[src/rtl/mux_pkg.sv]
// Shared types and helpers for the MUX8 serializer controller and its selector.
package mux_pkg;

    localparam int unsigned WORD_W = 8;
    localparam int unsigned SEL_W  = 3;

    typedef enum logic {
        ST_IDLE  = 1'b0,
        ST_SHIFT = 1'b1
    } state_t;

    // Select index for the first bit of a word.
    function automatic logic [SEL_W-1:0] first_sel(input logic lsb_first);
        return lsb_first ? SEL_W'(0) : SEL_W'(WORD_W - 1);
    endfunction

    // Step the select one position in the shift direction.
    function automatic logic [SEL_W-1:0] next_sel(input logic [SEL_W-1:0] sel,
                                                 input logic            lsb_first);
        return lsb_first ? sel + SEL_W'(1) : sel - SEL_W'(1);
    endfunction

endpackage

[src/rtl/mux8_serializer_ctrl.sv]
// Holds a byte on the MUX8 inputs, walks the select through all eight positions
// and registers the selected bit as a serial stream with valid/last flags.
module mux8_serializer_ctrl
    import mux_pkg::*;
#(
    parameter bit          LSB_FIRST = 1'b1,
    parameter int unsigned DIV       = 1
)
(
    input  logic              clk,
    input  logic              rst_n,
    input  logic [WORD_W-1:0] load_data,
    input  logic              load_valid,
    output logic              load_ready,
    input  logic              abort,
    output logic [WORD_W-1:0] mux_in,
    output logic [SEL_W-1:0]  mux_sel,
    input  logic              mux_out,
    output logic              ser_bit,
    output logic              ser_valid,
    output logic              ser_last,
    output logic              busy
);

    localparam int unsigned      DIV_W    = $clog2(DIV + 1);
    localparam logic [DIV_W-1:0] DIV_LAST = DIV_W'(DIV - 1);
    localparam logic [SEL_W-1:0] LAST_BIT = SEL_W'(WORD_W - 1);

    state_t            state, state_d;
    logic [WORD_W-1:0] mux_in_d;
    logic [SEL_W-1:0]  mux_sel_d;
    logic [SEL_W-1:0]  bit_cnt, bit_cnt_d;
    logic [DIV_W-1:0]  div_cnt, div_cnt_d;
    logic              ser_bit_d, ser_valid_d, ser_last_d, busy_d;
    logic              tick, word_end, accept;

    // Bit-end tick and the back-to-back acceptance window it opens on the last bit.
    assign tick       = (state == ST_SHIFT) && (div_cnt == DIV_LAST);
    assign word_end   = tick && (bit_cnt == LAST_BIT);
    assign load_ready = !abort && ((state == ST_IDLE) || word_end);
    assign accept     = load_ready && load_valid;

    always_ff @(posedge clk or negedge rst_n) begin
        if (!rst_n) begin
            state     <= ST_IDLE;
            mux_in    <= '0;
            mux_sel   <= first_sel(LSB_FIRST);
            bit_cnt   <= '0;
            div_cnt   <= '0;
            ser_bit   <= 1'b0;
            ser_valid <= 1'b0;
            ser_last  <= 1'b0;
            busy      <= 1'b0;
        end else begin
            state     <= state_d;
            mux_in    <= mux_in_d;
            mux_sel   <= mux_sel_d;
            bit_cnt   <= bit_cnt_d;
            div_cnt   <= div_cnt_d;
            ser_bit   <= ser_bit_d;
            ser_valid <= ser_valid_d;
            ser_last  <= ser_last_d;
            busy      <= busy_d;
        end
    end

    always_comb begin
        state_d     = state;
        mux_in_d    = mux_in;
        mux_sel_d   = mux_sel;
        bit_cnt_d   = bit_cnt;
        div_cnt_d   = div_cnt;
        ser_bit_d   = ser_bit;
        ser_valid_d = 1'b0;
        ser_last_d  = 1'b0;

        case (state)
            ST_IDLE: begin
                state_d = ST_IDLE;
            end
            ST_SHIFT: begin
                // Abort suppresses the tick sample and any reload in the same cycle.
                if (abort) begin
                    state_d = ST_IDLE;
                end else begin
                    div_cnt_d = div_cnt + DIV_W'(1);
                    if (tick) begin
                        ser_bit_d   = mux_out;
                        ser_valid_d = 1'b1;
                        ser_last_d  = word_end;
                        div_cnt_d   = '0;
                        bit_cnt_d   = bit_cnt + SEL_W'(1);
                        if (word_end) begin
                            state_d = ST_IDLE;
                        end else begin
                            mux_sel_d = next_sel(mux_sel, LSB_FIRST);
                        end
                    end
                end
            end
            default: begin
                state_d = ST_IDLE;
            end
        endcase

        if (accept) begin
            state_d   = ST_SHIFT;
            mux_in_d  = load_data;
            mux_sel_d = first_sel(LSB_FIRST);
            bit_cnt_d = '0;
            div_cnt_d = '0;
        end

        busy_d = (state_d == ST_SHIFT);
    end

endmodule

[config.mk]
export PLATFORM = sky130hd
export DESIGN_NAME = mux8_serializer_ctrl
export DESIGN_NICKNAME = d
export VERILOG_FILES = /design/src/rtl/mux_pkg.sv /design/src/rtl/mux8_serializer_ctrl.sv
export SDC_FILE = /design/constraint.sdc
export NUM_CORES = 1
export LEC_CHECK = 0
export ABC_CLOCK_PERIOD_IN_PS = 4100
export BUFFER_PORTS_ARGS = -buffer_cell sky130_fd_sc_hd__buf_2
export CAP_MARGIN = 10
export CORE_ASPECT_RATIO = 0.8
export CORE_MARGIN = 4
export CORE_UTILIZATION = 45
export CTS_CLUSTER_DIAMETER = 40
export DETAILED_ROUTE_END_ITERATION = 8
export PLACE_DENSITY = 0.72
export SYNTH_ARGS = -nofsm -noshare
export SYNTH_HDL_FRONTEND = slang
export SYNTH_SLANG_ARGS = --single-unit
export TNS_END_PERCENT = 30
[constraint.sdc]
create_clock -name clk -period 4.1 [get_ports clk]
set_clock_uncertainty 0.2 [all_clocks]
set_input_delay 0.41 -clock clk [delete_from_list [all_inputs] [get_ports clk]]
set_output_delay 0.41 -clock clk [all_outputs]
set_load 0.05 [all_outputs]
==> metrics <==
hpwl dp=1120 um; final wirelength=1470 um; synth top area cells=dfrtp_1 56%, mux2_4 11%, mux2_2 5.3%; die footprint=2660 sq um; Worst slew margin=64.7%; Core ar.=1710 sq um; Yosys Warn Count=0; vias in the first global route=501; Post-synth EDFFs=0; root buffer selected by CTS=clkbuf_4; Area growth, synth to finish=22.0%; register area share after synthesis=55.7%; Comb pwr share=36.0%; Final Hold Fails=0; Yosys top cell area share=55.7%; CTS H-Tree Depth=1; Cells after DPL=108; Starting Density=50.0%; switching share of power=38.4%; layout cell share with drive strength beyond 1=48.4%; Die X=56.7 um; dominant synthesized flop cell=dfrtp_1; remaining global-route overflow=0; kind of critical path=reg2out; Hold/Removal Path Class=in2reg; synthesized cell area=853 sq um; syn_area_per_cell=14.2 sq um; top-count cell post-synth=dfrtp_1; CP startpoint kind=register; synth cell count leaders=19 x dfrtp_1, 6 x mux2_4, 5 x nor2_1; post-route minimum period=2340 ps; leak pwr=0.528 nW; Reg power frac=46.3%; Vias per Instance=4.96; fmax=428 MHz; synthesized net count=76; Setup TNS=0 ps; CTS sink cnt=19; Critical Path End Type=primary output; First-pass DRT Iterations=2; DRT antenna net count=0; worst setup margin=1760 ps; CTS Buf Count=3; post-cts gate resize count=0; busiest grt layer=met2; nets=108; routed len/inst=13.0 um; max incr delay on CP=380 ps; number of diodes=0; largest area contributor in the netlist=dfrtp_1; met1 usage=16.5%; CP max-delay cell=dfrtp_1; Clock power frac=17.7%; Rows=13; via count=560; initial antenna violation count=0; clock tree buffer depth=2; Final Cycle Share=57.0%; post-layout instance area=1040 sq um; GRT Overall Usage=12.3%; Post-Place Cell Area=1000 sq um; post-layout util=61.0%; clk slew on worst S/H paths=100 ps; Pins Over Slew Limit=0; non-filler cells in the finished layout=113; I/O pin cnt=29; Worst Tran Pin Value=522 ps; worst path arrival time=1730 ps; pre-CTS setup slack=1970 ps; first-pass GRT wire length=2350 um; grt met2 use=17.5%; IO buf count=28; Distinct cells, synth=23; worst-skew pair later-pin latency=290 ps; #FFs+latches synth=19; CTS tree=built; PD cells=497 nW/um^2; Die Height=47.0 um; final setup fails=0; most frequent CP cell=ha_1; asr flop ratio synth=100%; CP Cell Sequence=ha_1 -> ha_1 -> or2b_4 -> a21oi_1 -> buf_2; CP max FO=4; Remaining DRCs=0; largest net degree at the start of global routing=20; CP Data Required Time=3490 ps; max cap viols=0; status=finished clean; Starting DRT DRC Count=8; Pint=319 uW; worst vdd ir=286 uV; Psw=199 uW; GRT met3 Usage=7.42%; GPL Wtd Cong=0.681; RSZ-0062 raised after global routing=no; cells after synthesis=60
[through the flow]
step | hold WS (ps) | total power, mW
2_1_floorplan | -85.6 | 0.385
5_1_grt | 117 | 0.549
3_5_place_dp | 168 | 0.430
4_1_cts | 136 | 0.523
6_report | 144 | 0.518
3_3_place_gp | 165 | 0.427
[per-layer routing]
metal | share of wire [%] | up-vias
li1 | - | 271
met1 | 48 | 269
met2 | 42 | 20
met3 | 9.1 | 0
met4 | 0 | 0
met5 | 0 | -
[sequential cells by signal, summed over array words and instances, names as in the netlist]
name,cells
mux_in,8
bit_cnt,3
mux_sel,3
div_cnt,1
ser_bit,1
ser_last,1
ser_valid,1
state,1
[cell families (layout without fill, tap and decap cells)]
kind of cell | Yosys count | in the layout | synth area share [%]
compound gates | 9 | 9 | 8.06
xor+xnor | 1 | 1 | 1.03
fa+ha+maj | 3 | 3 | 4.40
buf+inv | 3 | 34 | 2.34
flops | 19 | 19 | 55.7
mux | 12 | 12 | 18.2
simple gates | 13 | 13 | 10.3
[layout make-up]
cell class,instances,area (sq um)
well taps,22,27.5
inverters,1,3.75
fillers,148,667
multi-input cells,38,358
repair buffers,29,150
flip-flops and latches,19,475
clock buffers,4,26.3
[cell usage in the layout, fill, tap and decap left out]
cell,Yosys,layout
o21ai_0,1,1
mux2i_1,2,2
nand3_1,1,1
a21oi_1,3,3
inv_1,1,1
mux2_2,4,4
a22o_1,1,1
a21oi_4,1,1
o21a_1,2,2
mux2_4,6,6
buf_2,0,28
nor2_1,5,5
dlygate4sd3_1,0,1
nor3b_4,1,1
clkbuf_1,0,1
clkbuf_4,0,3
xnor2_1,1,1
or2b_4,1,1
nor4b_1,1,1
dfrtp_1,19,19
and2_1,1,1
ha_1,3,3
nor2b_1,1,1
o221ai_1,1,1
nand2b_1,2,2
[worst paths after layout]
| path | from | endpoint | slack (ps) | depth (start not counted) |
|---|---|---|---|---|
| min | load_data[3] | mux_in[3] | 140 | 2 |
| min reg2reg | mux_in[6] | mux_in[6] | 320 | 1 |
| min in group asynchronous | rst_n | state | 370 | 2 |
| max in group asynchronous | rst_n | mux_in[7] | 3040 | 2 |
| max | bit_cnt[0] | load_ready | 1760 | 5 |
| max reg2reg | bit_cnt[0] | mux_in[5] | 1980 | 5 |
[what timing repair did]
action | in CTS | in global routing
setup endpoints to repair | 0 | 0
setup buffers | 0 | 0
hold endpoints to repair | 19 | 0
hold buffers | 1 | 0
[worst max-delay path, delay by kind of cell (launching register included)]
family                     cells  cell delay, ps
buffers and inverters          1             280
and+or+nand+nor                1             300
DFF                            1             380
adders and majority gates      2             330
AOI/OAI and AO/OA              1             140
[power groups by stage]
stage                     logic (mW)  clock network [mW]  registers [mW]
after floorplan               0.0609                   0           0.324
after global placement         0.185                   0           0.242
after detailed placement       0.187                   0           0.244
after CTS                      0.188              0.0946           0.240
after global routing           0.198               0.106           0.245
final                          0.186              0.0916           0.240
Power figures use the tool's default switching activity.
